File: src/rtl/ex_operand_stage_if.sv
// Decode-to-execute operand bus: decode capture fields, MEM/WB forward sources and registered EX outputs.
// master drives decode/forward/downstream-ready; slave is the operand stage itself.
interface ex_operand_stage_if;
    logic        valid_d;
    logic        ready_d;
    logic [6:0]  ins_d;
    logic [31:0] rd1_d;
    logic [31:0] rd2_d;
    logic [31:0] imm_d;
    logic [4:0]  rs1_d;
    logic [4:0]  rs2_d;
    logic [4:0]  rd_d;
    logic        alusrc_d;
    logic        regwrite_d;

    logic [4:0]  rd_m;
    logic [4:0]  rd_w;
    logic        regwrite_m;
    logic        regwrite_w;
    logic [31:0] aluresult_m;
    logic [31:0] result_w;

    logic        flush_e;
    logic        valid_e;
    logic        ready_e;
    logic [6:0]  ins_e;
    logic [31:0] SrcAE;
    logic [31:0] SrcBE;
    logic [31:0] writedata_e;
    logic [4:0]  rd_e;
    logic        regwrite_e;

    modport master (
        output valid_d, ins_d, rd1_d, rd2_d, imm_d, rs1_d, rs2_d, rd_d, alusrc_d, regwrite_d,
        output rd_m, rd_w, regwrite_m, regwrite_w, aluresult_m, result_w,
        output flush_e, ready_e,
        input  ready_d, valid_e, ins_e, SrcAE, SrcBE, writedata_e, rd_e, regwrite_e
    );

    modport slave (
        input  valid_d, ins_d, rd1_d, rd2_d, imm_d, rs1_d, rs2_d, rd_d, alusrc_d, regwrite_d,
        input  rd_m, rd_w, regwrite_m, regwrite_w, aluresult_m, result_w,
        input  flush_e, ready_e,
        output ready_d, valid_e, ins_e, SrcAE, SrcBE, writedata_e, rd_e, regwrite_e
    );
endinterface

File: src/rtl/ex_operand_stage.sv
// One-entry EX operand register with MEM/WB forwarding; 1 cycle decode->valid_e, operands combinational.
// Valid/ready: ready_d = (~valid_e | ready_e) & ~flush_e; stalled entries re-latch forwarded operands.
module ex_operand_stage (
    input  logic                 clk,
    input  logic                 reset,
    ex_operand_stage_if.slave    bus
);
    typedef enum logic {EMPTY = 1'b0, FULL = 1'b1} state_t;

    state_t      state_q;
    state_t      state_nxt;

    logic [6:0]  ins_q;
    logic [31:0] rd1_q;
    logic [31:0] rd2_q;
    logic [31:0] imm_q;
    logic [4:0]  rs1_q;
    logic [4:0]  rs2_q;
    logic [4:0]  rd_q;
    logic        alusrc_q;
    logic        regwrite_q;

    logic        full;
    logic        xfer_in;
    logic        stall;
    logic [31:0] fwd_a;
    logic [31:0] fwd_b;

    assign full        = (state_q == FULL);
    assign bus.ready_d = (~full | bus.ready_e) & ~bus.flush_e;
    assign xfer_in     = bus.valid_d & bus.ready_d;
    assign stall       = full & ~bus.ready_e;

    always_comb begin
        state_nxt = state_q;
        if (bus.flush_e) begin
            state_nxt = EMPTY;
        end else if (xfer_in) begin
            state_nxt = FULL;
        end else if (full && bus.ready_e) begin
            state_nxt = EMPTY;
        end
    end

    always_ff @(posedge clk or posedge reset) begin
        if (reset) begin
            state_q <= EMPTY;
        end else begin
            state_q <= state_nxt;
        end
    end

    // x0 is hardwired zero, so a pending write to it must never be forwarded.
    always_comb begin
        fwd_a = rd1_q;
        if (bus.regwrite_m && (bus.rd_m == rs1_q) && (rs1_q != 5'd0)) begin
            fwd_a = bus.aluresult_m;
        end else if (bus.regwrite_w && (bus.rd_w == rs1_q) && (rs1_q != 5'd0)) begin
            fwd_a = bus.result_w;
        end

        fwd_b = rd2_q;
        if (bus.regwrite_m && (bus.rd_m == rs2_q) && (rs2_q != 5'd0)) begin
            fwd_b = bus.aluresult_m;
        end else if (bus.regwrite_w && (bus.rd_w == rs2_q) && (rs2_q != 5'd0)) begin
            fwd_b = bus.result_w;
        end
    end

    always_ff @(posedge clk or posedge reset) begin
        if (reset) begin
            ins_q      <= 7'd0;
            rd1_q      <= 32'd0;
            rd2_q      <= 32'd0;
            imm_q      <= 32'd0;
            rs1_q      <= 5'd0;
            rs2_q      <= 5'd0;
            rd_q       <= 5'd0;
            alusrc_q   <= 1'b0;
            regwrite_q <= 1'b0;
        end else if (xfer_in) begin
            ins_q      <= bus.ins_d;
            rd1_q      <= bus.rd1_d;
            rd2_q      <= bus.rd2_d;
            imm_q      <= bus.imm_d;
            rs1_q      <= bus.rs1_d;
            rs2_q      <= bus.rs2_d;
            rd_q       <= bus.rd_d;
            alusrc_q   <= bus.alusrc_d;
            regwrite_q <= bus.regwrite_d;
        end else if (stall) begin
            // A forward source may retire while we wait; keep its value.
            rd1_q <= fwd_a;
            rd2_q <= fwd_b;
        end
    end

    assign bus.valid_e     = full;
    assign bus.ins_e       = ins_q;
    assign bus.rd_e        = rd_q;
    assign bus.regwrite_e  = regwrite_q & full;
    assign bus.SrcAE       = fwd_a;
    assign bus.writedata_e = fwd_b;
    assign bus.SrcBE       = alusrc_q ? imm_q : fwd_b;
endmodule

File: src/flat_wrapper.sv
// flat-port wrapper written by rule: the top's interface ports become plain ports
module ex_operand_stage_flat 
  (clk, reset, bus_valid_d, bus_ins_d, bus_rd1_d, bus_rd2_d, bus_imm_d, bus_rs1_d, bus_rs2_d, bus_rd_d, bus_alusrc_d, bus_regwrite_d, bus_rd_m, bus_rd_w, bus_regwrite_m, bus_regwrite_w, bus_aluresult_m, bus_result_w, bus_flush_e, bus_ready_e, bus_ready_d, bus_valid_e, bus_ins_e, bus_SrcAE, bus_SrcBE, bus_writedata_e, bus_rd_e, bus_regwrite_e);
  ex_operand_stage_if bus_i ();
  input  logic clk;
  input  logic reset;
  input wire logic [$bits(bus_i.valid_d)-1:0] bus_valid_d;
  input wire logic [$bits(bus_i.ins_d)-1:0] bus_ins_d;
  input wire logic [$bits(bus_i.rd1_d)-1:0] bus_rd1_d;
  input wire logic [$bits(bus_i.rd2_d)-1:0] bus_rd2_d;
  input wire logic [$bits(bus_i.imm_d)-1:0] bus_imm_d;
  input wire logic [$bits(bus_i.rs1_d)-1:0] bus_rs1_d;
  input wire logic [$bits(bus_i.rs2_d)-1:0] bus_rs2_d;
  input wire logic [$bits(bus_i.rd_d)-1:0] bus_rd_d;
  input wire logic [$bits(bus_i.alusrc_d)-1:0] bus_alusrc_d;
  input wire logic [$bits(bus_i.regwrite_d)-1:0] bus_regwrite_d;
  input wire logic [$bits(bus_i.rd_m)-1:0] bus_rd_m;
  input wire logic [$bits(bus_i.rd_w)-1:0] bus_rd_w;
  input wire logic [$bits(bus_i.regwrite_m)-1:0] bus_regwrite_m;
  input wire logic [$bits(bus_i.regwrite_w)-1:0] bus_regwrite_w;
  input wire logic [$bits(bus_i.aluresult_m)-1:0] bus_aluresult_m;
  input wire logic [$bits(bus_i.result_w)-1:0] bus_result_w;
  input wire logic [$bits(bus_i.flush_e)-1:0] bus_flush_e;
  input wire logic [$bits(bus_i.ready_e)-1:0] bus_ready_e;
  output wire logic [$bits(bus_i.ready_d)-1:0] bus_ready_d;
  output wire logic [$bits(bus_i.valid_e)-1:0] bus_valid_e;
  output wire logic [$bits(bus_i.ins_e)-1:0] bus_ins_e;
  output wire logic [$bits(bus_i.SrcAE)-1:0] bus_SrcAE;
  output wire logic [$bits(bus_i.SrcBE)-1:0] bus_SrcBE;
  output wire logic [$bits(bus_i.writedata_e)-1:0] bus_writedata_e;
  output wire logic [$bits(bus_i.rd_e)-1:0] bus_rd_e;
  output wire logic [$bits(bus_i.regwrite_e)-1:0] bus_regwrite_e;
  assign bus_i.valid_d = bus_valid_d;
  assign bus_i.ins_d = bus_ins_d;
  assign bus_i.rd1_d = bus_rd1_d;
  assign bus_i.rd2_d = bus_rd2_d;
  assign bus_i.imm_d = bus_imm_d;
  assign bus_i.rs1_d = bus_rs1_d;
  assign bus_i.rs2_d = bus_rs2_d;
  assign bus_i.rd_d = bus_rd_d;
  assign bus_i.alusrc_d = bus_alusrc_d;
  assign bus_i.regwrite_d = bus_regwrite_d;
  assign bus_i.rd_m = bus_rd_m;
  assign bus_i.rd_w = bus_rd_w;
  assign bus_i.regwrite_m = bus_regwrite_m;
  assign bus_i.regwrite_w = bus_regwrite_w;
  assign bus_i.aluresult_m = bus_aluresult_m;
  assign bus_i.result_w = bus_result_w;
  assign bus_i.flush_e = bus_flush_e;
  assign bus_i.ready_e = bus_ready_e;
  assign bus_ready_d = bus_i.ready_d;
  assign bus_valid_e = bus_i.valid_e;
  assign bus_ins_e = bus_i.ins_e;
  assign bus_SrcAE = bus_i.SrcAE;
  assign bus_SrcBE = bus_i.SrcBE;
  assign bus_writedata_e = bus_i.writedata_e;
  assign bus_rd_e = bus_i.rd_e;
  assign bus_regwrite_e = bus_i.regwrite_e;
  ex_operand_stage u_core (.clk(clk), .reset(reset), .bus(bus_i));
endmodule
File: config.mk
export PLATFORM = sky130hd
export DESIGN_NAME = ex_operand_stage_flat
export DESIGN_NICKNAME = d
export VERILOG_FILES = /design/src/rtl/ex_operand_stage_if.sv /design/src/rtl/ex_operand_stage.sv /design/src/flat_wrapper.sv
export SDC_FILE = /design/constraint.sdc
export NUM_CORES = 1
export LEC_CHECK = 0
export CORE_MARGIN = 5
export CORE_UTILIZATION = 48
export CTS_CLUSTER_SIZE = 14
export DETAILED_ROUTE_END_ITERATION = 7
export HOLD_SLACK_MARGIN = 0.05
export PLACE_DENSITY = 0.87
export SLEW_MARGIN = 20
export SYNTH_ARGS = -nofsm -noshare
export SYNTH_HDL_FRONTEND = slang
export SYNTH_SLANG_ARGS = --single-unit
File: constraint.sdc
create_clock -name clk -period 6.1 [get_ports clk]
set_input_delay 0.61 -clock clk [delete_from_list [all_inputs] [get_ports clk]]
set_output_delay 0.61 -clock clk [all_outputs]
set_load 0.02 [all_outputs]
==> impl_metrics.prom, run 1 <==
# TYPE chip_impl_metric gauge
chip_impl_metric{name="fmax",unit="MHz"} 205.0
chip_impl_metric{name="power.static_leakage",unit="uW"} 0.004635
chip_impl_metric{name="final_hold_viol_count",unit=""} 0
chip_impl_info{name="endpoint",value="bus_SrcBE[30]"} 1
chip_impl_metric{name="design.core.area",unit="um2"} 16000
chip_impl_metric{name="pin_count_of_the_biggest_net_entering_global_routing",unit=""} 78
chip_impl_metric{name="synth-warning-count",unit=""} 0
chip_impl_metric{name="cts.repair.resized",unit=""} 0
chip_impl_metric{name="num_antenna_cells",unit=""} 0
chip_impl_metric{name="filler_cell_count",unit=""} 1172
chip_impl_metric{name="grt_antenna_before_repair",unit=""} 0
chip_impl_metric{name="setup.reg_to_reg.worst_slack",unit="ns"} 2.78
chip_impl_metric{name="synthesis.nets",unit=""} 1082
chip_impl_metric{name="post_drt_wl_per_cell",unit="um"} 21.42
chip_impl_metric{name="critical_path_required",unit="ns"} 5.49
chip_impl_metric{name="place_inst",unit=""} 1345
chip_impl_metric{name="grt_overflow",unit=""} 0
chip_impl_metric{name="irDropWorstVdd",unit="V"} 0.0001946
chip_impl_metric{name="setup_fix_bufs_post_cts",unit=""} 0
chip_impl_metric{name="floorplan.initialDensity",unit="%"} 49.22
chip_impl_metric{name="drt.antenna.violating_nets",unit=""} 0
chip_impl_metric{name="async_flop_share",unit="%"} 100.0
chip_impl_metric{name="clkSlewWorstSetupHoldPaths",unit="ns"} 0.06
chip_impl_info{name="crit_path_end_kind",value="output port"} 1
chip_impl_metric{name="final.setup.worst_slack",unit="ns"} 1.221
chip_impl_metric{name="worst_stage_delay_on_the_critical_path",unit="ns"} 1.06
chip_impl_metric{name="worstRegToRegCells",unit=""} 6
chip_impl_metric{name="globalRouteTotalUtil",unit="%"} 29.89
chip_impl_info{name="worstSetupStartpointType",value="primary input"} 1
chip_impl_metric{name="synthDominantCellAreaShare",unit="%"} 38.45
chip_impl_metric{name="clkSinkCount",unit=""} 121
chip_impl_metric{name="num_rows",unit=""} 46
chip_impl_info{name="critPathLaunch",value="bus_rd_w[1]"} 1
chip_impl_metric{name="port-buffer-count",unit=""} 311
chip_impl_info{name="r2r-start",value="u_core.rs1_q[2]"} 1
chip_impl_metric{name="floorplan.die.height",unit="um"} 138.1
chip_impl_metric{name="grt_pass1_vias",unit=""} 8484
chip_impl_metric{name="final-max-slew-violation-count",unit=""} 0
chip_impl_info{name="mostFrequentLayoutCells",value="sky130_fd_sc_hd__clkdlybuf4s50_1, sky130_fd_sc_hd__dfrtp_1, sky130_fd_sc_hd__nor2_1"} 1
chip_impl_metric{name="clk_latency",unit="ns"} 0.42
chip_impl_metric{name="finalClockSkew",unit="ns"} 0.007777
chip_impl_metric{name="transition_at_the_pin_with_the_smallest_max_transition_slack",unit="ns"} 1.051
chip_impl_info{name="path_common_cell",value="sky130_fd_sc_hd__clkdlybuf4s50_1"} 1
chip_impl_metric{name="cts.hold.buffers_added",unit=""} 0
chip_impl_info{name="rsz0062_at_grt",value="no"} 1
chip_impl_metric{name="power.density_cell_area",unit="nW/um2"} 299.2
chip_impl_metric{name="timing.final.crit_share",unit="%"} 79.98
chip_impl_metric{name="drv_cap",unit=""} 0
chip_impl_info{name="ctsRootBufferMaster",value="sky130_fd_sc_hd__clkbuf_16"} 1
chip_impl_metric{name="ios",unit=""} 312
chip_impl_metric{name="post_placement_worst_setup_slack",unit="ns"} 1.310
chip_impl_metric{name="detailedPlacementHpwl",unit="um"} 20210
chip_impl_metric{name="post_synth_num_cell_types",unit=""} 35
chip_impl_metric{name="grt_first_pass_wirelength",unit="um"} 46490
chip_impl_metric{name="postRouteWirelength",unit="um"} 29500
chip_impl_metric{name="postSynthAreaPerCell",unit="um2"} 8.939
chip_impl_metric{name="cts-htree-levels",unit=""} 4
chip_impl_metric{name="number_of_nets_at_the_end_of_the_flow",unit=""} 1349
chip_impl_info{name="crit_path_cell_trace",value="clkdlybuf4s50_1 -> nand2_1 -> a21bo_2 -> and3_4 -> a211oi_1 -> o31ai_1 -> clkdlybuf4s50_1"} 1
chip_impl_metric{name="sum_neg_setup_slack",unit="ns"} 0
chip_impl_metric{name="drtIter0Drc",unit=""} 708
chip_impl_metric{name="finalNonFillerCells",unit=""} 1377
chip_impl_metric{name="cts-root-to-sink-buffers",unit=""} 2
chip_impl_metric{name="cts_made_buffers",unit=""} 17
chip_impl_metric{name="flop_and_latch_count_out_of_synthesis",unit=""} 121
chip_impl_info{name="ys_top_cells_by_area",value="sky130_fd_sc_hd__dfrtp_1, sky130_fd_sc_hd__mux2_2, sky130_fd_sc_hd__a211oi_4, sky130_fd_sc_hd__o21ai_0, sky130_fd_sc_hd__o31ai_1"} 1
chip_impl_metric{name="finalCriticalPeriod",unit="ns"} 4.879
chip_impl_info{name="yosysTopAreaCell",value="sky130_fd_sc_hd__dfrtp_1"} 1
chip_impl_metric{name="synth_edf_count",unit=""} 0
chip_impl_metric{name="drive_above_1_share",unit="%"} 12.58
chip_impl_info{name="cts_tree",value="built"} 1
chip_impl_metric{name="avgViaCountPerCell",unit=""} 6.002
chip_impl_metric{name="dieWidth",unit="um"} 138.1
chip_impl_metric{name="finalCoreUtilization",unit="%"} 72.55
chip_impl_metric{name="cp_max_fo",unit=""} 33
chip_impl_metric{name="flow.area_growth_from_synthesis",unit="%"} 47.41
chip_impl_info{name="critical-path-slowest-cell",value="sky130_fd_sc_hd__and3_4"} 1
chip_impl_info{name="worst_path_class_setup",value="primary input to output port"} 1
chip_impl_info{name="most_common_cell_after_layout_fill_and_taps_aside",value="sky130_fd_sc_hd__clkdlybuf4s50_1"} 1
chip_impl_metric{name="routabilityCongestion",unit=""} 0.8908
chip_impl_metric{name="synthesis.area",unit="um2"} 7875
chip_impl_metric{name="post-route-drc-count",unit=""} 0
chip_impl_metric{name="postSynthCellCount",unit=""} 881
chip_impl_info{name="min-delay-path-class",value="register to register"} 1
chip_impl_info{name="outcome",value="completed"} 1
chip_impl_metric{name="detailroute.via_count",unit=""} 8265
chip_impl_metric{name="yosysSeqAreaShare",unit="%"} 38.45
chip_impl_metric{name="final-setup-viol-count",unit=""} 0
chip_impl_info{name="critical_path.reg2reg.endpoint",value="u_core.rd1_q[0]"} 1
chip_impl_metric{name="worst_slew_margin_rel",unit="%"} 29.93
chip_impl_metric{name="floorplan.die_area",unit="um2"} 19070
chip_impl_metric{name="arrival",unit="ns"} 4.27
chip_impl_metric{name="drt-pass1-iter-count",unit=""} 6
chip_impl_info{name="ys.flop_type",value="sky130_fd_sc_hd__dfrtp_1"} 1
[cell type report]
cell class | instances | area [um2] | share of cell area, %
well taps | 216 | 270.3 | 2.328
clock inverters | 15 | 130.1 | 1.121
flip-flops and latches | 121 | 3029 | 26.09
inverters | 33 | 126.4 | 1.089
repair buffers | 327 | 3233 | 27.85
multi-input cells | 648 | 4394 | 37.85
clock buffers | 17 | 425.4 | 3.665
[Yosys cell counts, types with 2 or more instances]
library cell / n
sky130_fd_sc_hd__inv_1: 33
sky130_fd_sc_hd__xor2_1: 10
sky130_fd_sc_hd__and3_1: 2
sky130_fd_sc_hd__nand2_1: 99
sky130_fd_sc_hd__and2_1: 3
sky130_fd_sc_hd__clkbuf_1: 48
sky130_fd_sc_hd__buf_12: 3
sky130_fd_sc_hd__xnor2_1: 8
sky130_fd_sc_hd__or4_1: 2
sky130_fd_sc_hd__nand3_1: 33
sky130_fd_sc_hd__buf_2: 15
sky130_fd_sc_hd__nor3_1: 2
sky130_fd_sc_hd__nor2_1: 102
sky130_fd_sc_hd__a211oi_4: 30
sky130_fd_sc_hd__a21bo_2: 2
sky130_fd_sc_hd__o31ai_1: 64
sky130_fd_sc_hd__dfrtp_1: 121
sky130_fd_sc_hd__buf_1: 11
sky130_fd_sc_hd__mux2_2: 56
sky130_fd_sc_hd__o21ai_0: 96
sky130_fd_sc_hd__a31oi_1: 32
sky130_fd_sc_hd__mux2i_1: 32
sky130_fd_sc_hd__o211ai_1: 33
sky130_fd_sc_hd__a211oi_1: 2
sky130_fd_sc_hd__a21oi_1: 32
[power by group]
part	internal (uW)	switching [uW]
clock network	559	406
logic	693	775
registers	949	91.8
[worst min-delay path by stage]
stage	start	to	slack (ns)	cells after the start
final	u_core.bus.rd_e[2]	u_core.bus.rd_e[2]	0.51	1
after global routing	u_core.bus.rd_e[2]	u_core.bus.rd_e[2]	0.51	1
after CTS	u_core.bus.rd_e[2]	u_core.bus.rd_e[2]	0.51	1
after detailed placement	u_core.bus.rd_e[2]	u_core.bus.rd_e[2]	0.49	1
after global placement	u_core.regwrite_q	u_core.regwrite_q	0.48	1
after floorplan	u_core.regwrite_q	u_core.regwrite_q	0.47	1
[sequential cells by signal, summed over array words and instances, names as in the netlist]
| signal | count |
|---|---|
| u_core.rs1_q | 5 |
| u_core.rd1_q | 32 |
| u_core.rs2_q | 5 |
| u_core.bus.rd_e | 5 |
| u_core.regwrite_q | 1 |
| u_core.rd2_q | 32 |
| u_core.bus.valid_e | 1 |
| u_core.alusrc_q | 1 |
| u_core.bus.ins_e | 7 |
| u_core.imm_q | 32 |
[per-stage QoR]
step / hold slack, ns / area [um2] / power (uW)
floorplan: 0.4713 / 7875 / 1848
global placement: 0.4803 / 11050 / 2472
detailed placement: 0.4917 / 11050 / 2506
CTS: 0.5057 / 11610 / 3477
global route: 0.5108 / 11610 / 3620
finish: 0.5052 / 11610 / 3473
[critical path: cells and delay by family]
kind	cells	cell delay [ns]
compound gates	3	1.32
buf+inv	2	1.19
simple gates	2	1.14
[cell families (layout without fill, tap and decap cells)]
kind of cell / after synthesis / after routing / synth area share, %
xor+xnor: 18 / 18 / 2.002
flops: 121 / 121 / 38.45
compound gates: 293 / 293 / 28.25
mux: 88 / 88 / 12.07
buf+inv: 112 / 392 / 6.339
simple gates: 249 / 249 / 12.89
[routing by layer]
metal	wire (um)	part of all wire, %	GRT usage, %	vias to the layer above
li1	-	-	-	3684
met1	11030	37	37.00	3982
met2	14730	50	50.57	520
met3	2726	9.2	6.586	79
met4	1010	3.4	12.53	0
met5	0	0	0	-
Note: power is estimated with default switching activity, not from simulation.
==> run 2: changes to the inputs <==
--- a/config.mk
+++ b/config.mk
@@ -6,11 +6,11 @@
 export NUM_CORES = 1
 export LEC_CHECK = 0
 export CORE_MARGIN = 5
-export CORE_UTILIZATION = 48
+export CORE_UTILIZATION = 45
 export CTS_CLUSTER_SIZE = 14
 export DETAILED_ROUTE_END_ITERATION = 7
 export HOLD_SLACK_MARGIN = 0.05
-export PLACE_DENSITY = 0.87
+export PLACE_DENSITY = 0.83
 export SLEW_MARGIN = 20
 export SYNTH_ARGS = -nofsm -noshare
 export SYNTH_HDL_FRONTEND = slang
==> constraint.sdc (replaced) <==
create_clock -name clk -period 4.88 [get_ports clk]
set_input_delay 0.488 -clock clk [delete_from_list [all_inputs] [get_ports clk]]
set_output_delay 0.488 -clock clk [all_outputs]
set_load 0.02 [all_outputs]
==> run 2 against run 1 <==
Net effect:
- non-clock buffer count increased by 1
- highest routed layer unchanged
- register-to-register slack worse by 1.2 ns
- sequential share of layout area fell by 0.45 points
- clock skew fell by 0.0011 ns
- wire length fell by 0.89%
- first-iteration DRC count up 12%
- final cell count increased by 0.73%
- worst setup slack worse by 0.53 ns
- largest cell class unchanged
- critical path type is now register to output port
- design area up 1.8%
- clock power increased by 54%
==> impl_metrics.prom, run 2 (synthesized netlist as in run 1, its figures left out) <==
# TYPE chip_impl_metric gauge
chip_impl_info{name="outcome",value="completed"} 1
chip_impl_metric{name="transition_at_the_pin_with_the_smallest_max_transition_slack",unit="ns"} 0.9170
chip_impl_info{name="worstSetupStartpointType",value="register"} 1
chip_impl_metric{name="drtIter0Drc",unit=""} 791
chip_impl_metric{name="floorplan.initialDensity",unit="%"} 45.69
chip_impl_metric{name="cts.hold.buffers_added",unit=""} 0
chip_impl_metric{name="flow.area_growth_from_synthesis",unit="%"} 50.02
chip_impl_metric{name="finalCriticalPeriod",unit="ns"} 4.189
chip_impl_metric{name="dieWidth",unit="um"} 142.3
chip_impl_metric{name="num_rows",unit=""} 48
chip_impl_metric{name="cts_made_buffers",unit=""} 17
chip_impl_metric{name="avgViaCountPerCell",unit=""} 5.762
chip_impl_metric{name="port-buffer-count",unit=""} 311
chip_impl_metric{name="pin_count_of_the_biggest_net_entering_global_routing",unit=""} 94
chip_impl_metric{name="ios",unit=""} 312
chip_impl_metric{name="drv_cap",unit=""} 0
chip_impl_metric{name="final.hold.worst_slack",unit="ns"} 0.5045
chip_impl_info{name="crit_path_end_kind",value="output port"} 1
chip_impl_metric{name="irDropWorstVdd",unit="V"} 0.0002379
chip_impl_info{name="reg.largest.list",value="u_core.imm_q: 32 flops, u_core.rd1_q: 32 flops, u_core.rd2_q: 32 flops"} 1
chip_impl_metric{name="critical_path_required",unit="ns"} 4.39
chip_impl_metric{name="timing.final.crit_share",unit="%"} 85.84
chip_impl_metric{name="sum_neg_setup_slack",unit="ns"} 0
chip_impl_info{name="rsz0062_at_grt",value="no"} 1
chip_impl_metric{name="final-max-slew-violation-count",unit=""} 0
chip_impl_metric{name="setup_fix_bufs_post_cts",unit=""} 0
chip_impl_metric{name="drt.antenna.violating_nets",unit=""} 0
chip_impl_info{name="worst_path_class_setup",value="register to output port"} 1
chip_impl_metric{name="clk_latency",unit="ns"} 0.41
chip_impl_metric{name="cts-htree-levels",unit=""} 4
chip_impl_metric{name="number_of_nets_at_the_end_of_the_flow",unit=""} 1350
chip_impl_metric{name="post_drt_wl_per_cell",unit="um"} 21.08
chip_impl_metric{name="power.density_cell_area",unit="nW/um2"} 391.0
chip_impl_metric{name="floorplan.die_area",unit="um2"} 20250
chip_impl_metric{name="num_antenna_cells",unit=""} 0
chip_impl_metric{name="detailedPlacementHpwl",unit="um"} 19920
chip_impl_metric{name="fmax",unit="MHz"} 238.7
chip_impl_metric{name="arrival",unit="ns"} 3.70
chip_impl_metric{name="ff_latch_area",unit="um2"} 3029
chip_impl_info{name="cts_tree",value="built"} 1
chip_impl_metric{name="globalRouteTotalUtil",unit="%"} 28.49
chip_impl_metric{name="clkSinkCount",unit=""} 121
chip_impl_info{name="min-delay-path-class",value="register to register"} 1
chip_impl_metric{name="design.core.area",unit="um2"} 17240
chip_impl_metric{name="worst_slew_margin_rel",unit="%"} 38.86
chip_impl_metric{name="final-setup-viol-count",unit=""} 0
chip_impl_metric{name="grt_overflow",unit=""} 0
chip_impl_metric{name="final_hold_viol_count",unit=""} 0
chip_impl_info{name="most_common_cell_after_layout_fill_and_taps_aside",value="sky130_fd_sc_hd__clkdlybuf4s50_1"} 1
chip_impl_metric{name="post-route-drc-count",unit=""} 0
chip_impl_metric{name="floorplan.die.height",unit="um"} 142.3
chip_impl_metric{name="drive_above_1_share",unit="%"} 12.22
chip_impl_metric{name="multiInputGateArea",unit="um2"} 4393
chip_impl_metric{name="cts.repair.resized",unit=""} 0
chip_impl_metric{name="power.static_leakage",unit="uW"} 0.004741
chip_impl_metric{name="drt-pass1-iter-count",unit=""} 5
chip_impl_metric{name="finalClockSkew",unit="ns"} 0.006726
chip_impl_metric{name="cts-root-to-sink-buffers",unit=""} 2
chip_impl_metric{name="cp_max_fo",unit=""} 32
chip_impl_metric{name="routabilityCongestion",unit=""} 0.9022
chip_impl_metric{name="grt_pass1_vias",unit=""} 8316
chip_impl_metric{name="postRouteWirelength",unit="um"} 29240
chip_impl_info{name="ctsRootBufferMaster",value="sky130_fd_sc_hd__clkbuf_16"} 1
chip_impl_metric{name="grt_first_pass_wirelength",unit="um"} 45690
chip_impl_metric{name="detailroute.via_count",unit=""} 7992
chip_impl_metric{name="grt_antenna_before_repair",unit=""} 0
chip_impl_metric{name="filler_cell_count",unit=""} 1351
chip_impl_info{name="mostFrequentLayoutCells",value="sky130_fd_sc_hd__clkdlybuf4s50_1, sky130_fd_sc_hd__dfrtp_1, sky130_fd_sc_hd__nor2_1"} 1
chip_impl_metric{name="clkSlewWorstSetupHoldPaths",unit="ns"} 0.06
-- run 2: changes by cell type in the layout (fill, tap and decap cells not counted), moves of 4 or more --
| cell | before | now |
|---|---|---|
| sky130_fd_sc_hd__clkinvlp_4 | 6 | 0 |
| sky130_fd_sc_hd__buf_12 | 0 | 5 |
| sky130_fd_sc_hd__bufinv_16 | 1 | 6 |
| sky130_fd_sc_hd__buf_4 | 16 | 12 |
| sky130_fd_sc_hd__clkbuf_1 | 0 | 4 |
| sky130_fd_sc_hd__clkbuf_8 | 0 | 4 |
-- run 2: worst paths after layout --
check / startpoint / to / slack [ns] / cells past startpoint
worst max-delay path: u_core.rs2_q[3] / bus_SrcBE[29] / 0.69 / 6
worst min register to register: u_core.imm_q[26] / u_core.imm_q[26] / 0.50 / 1
max in group asynchronous: reset / u_core.rd2_q[17] / 3.47 / 3
min in group asynchronous: reset / u_core.bus.rd_e[2] / 0.52 / 2
worst min-delay path: u_core.imm_q[26] / u_core.imm_q[26] / 0.50 / 1
worst max register to register: u_core.rs1_q[0] / u_core.rd1_q[31] / 1.60 / 6
-- run 2: power breakdown --
part           internal (uW)  leakage (uW)  switching (uW)  total [uW]
Sequential              1190       0.00139             118        1300
Combinational            874       0.00302             962        1840
Clock                   1010      0.000332             465        1480
Total                   3070       0.00474            1550        4620
-- run 2: per-stage QoR --
stage	cells	power (uW)	utilization, %	instance area, um2	worst slack (ns)
2_1_floorplan	881	2310	-	7875	1.178
3_3_place_gp	1355	3100	64.59	11130	1.182
3_5_place_dp	1355	3138	64.59	11130	1.111
4_1_cts	1387	4629	68.54	11810	0.6923
5_1_grt	1387	4827	68.54	11810	0.5398
6_report	1387	4619	68.54	11810	0.6909
-- run 2: worst max-delay path, cell delays in order, from the launching register on --
cell	delay, ns
sky130_fd_sc_hd__dfrtp_1	0.45
sky130_fd_sc_hd__or4_1	0.59
sky130_fd_sc_hd__o211ai_1	0.32
sky130_fd_sc_hd__or2_2	0.73
sky130_fd_sc_hd__nor2_1	0.17
sky130_fd_sc_hd__o31ai_1	0.34
sky130_fd_sc_hd__clkdlybuf4s50_1	0.68
-- run 2: final cells by class --
class	count	share of cell area, %
clock buffer	25	4.194
sequential	121	25.64
multi-input combinational	648	37.18
clock inverter	7	1.567
tap	225	2.383
inverter	33	1.070
timing repair buffer	328	27.96
-- run 2: layer usage --
metal	vias up	share of wire (%)	track usage, %
met4	0	3.2	11.11
met3	65	9.9	7.695
met2	456	48	46.81
li1	3687	-	-
met1	3784	39	35.95
met5	-	0	0
==> run 3: changes to the inputs <==
--- a/config.mk
+++ b/config.mk
@@ -5,6 +5,7 @@
 export SDC_FILE = /design/constraint.sdc
 export NUM_CORES = 1
 export LEC_CHECK = 0
+export CAP_MARGIN = 20
 export CORE_MARGIN = 5
 export CORE_UTILIZATION = 45
 export CTS_CLUSTER_SIZE = 14
==> results of run 3 <==
Final layout, timing and power as in run 2 (identical DEF).
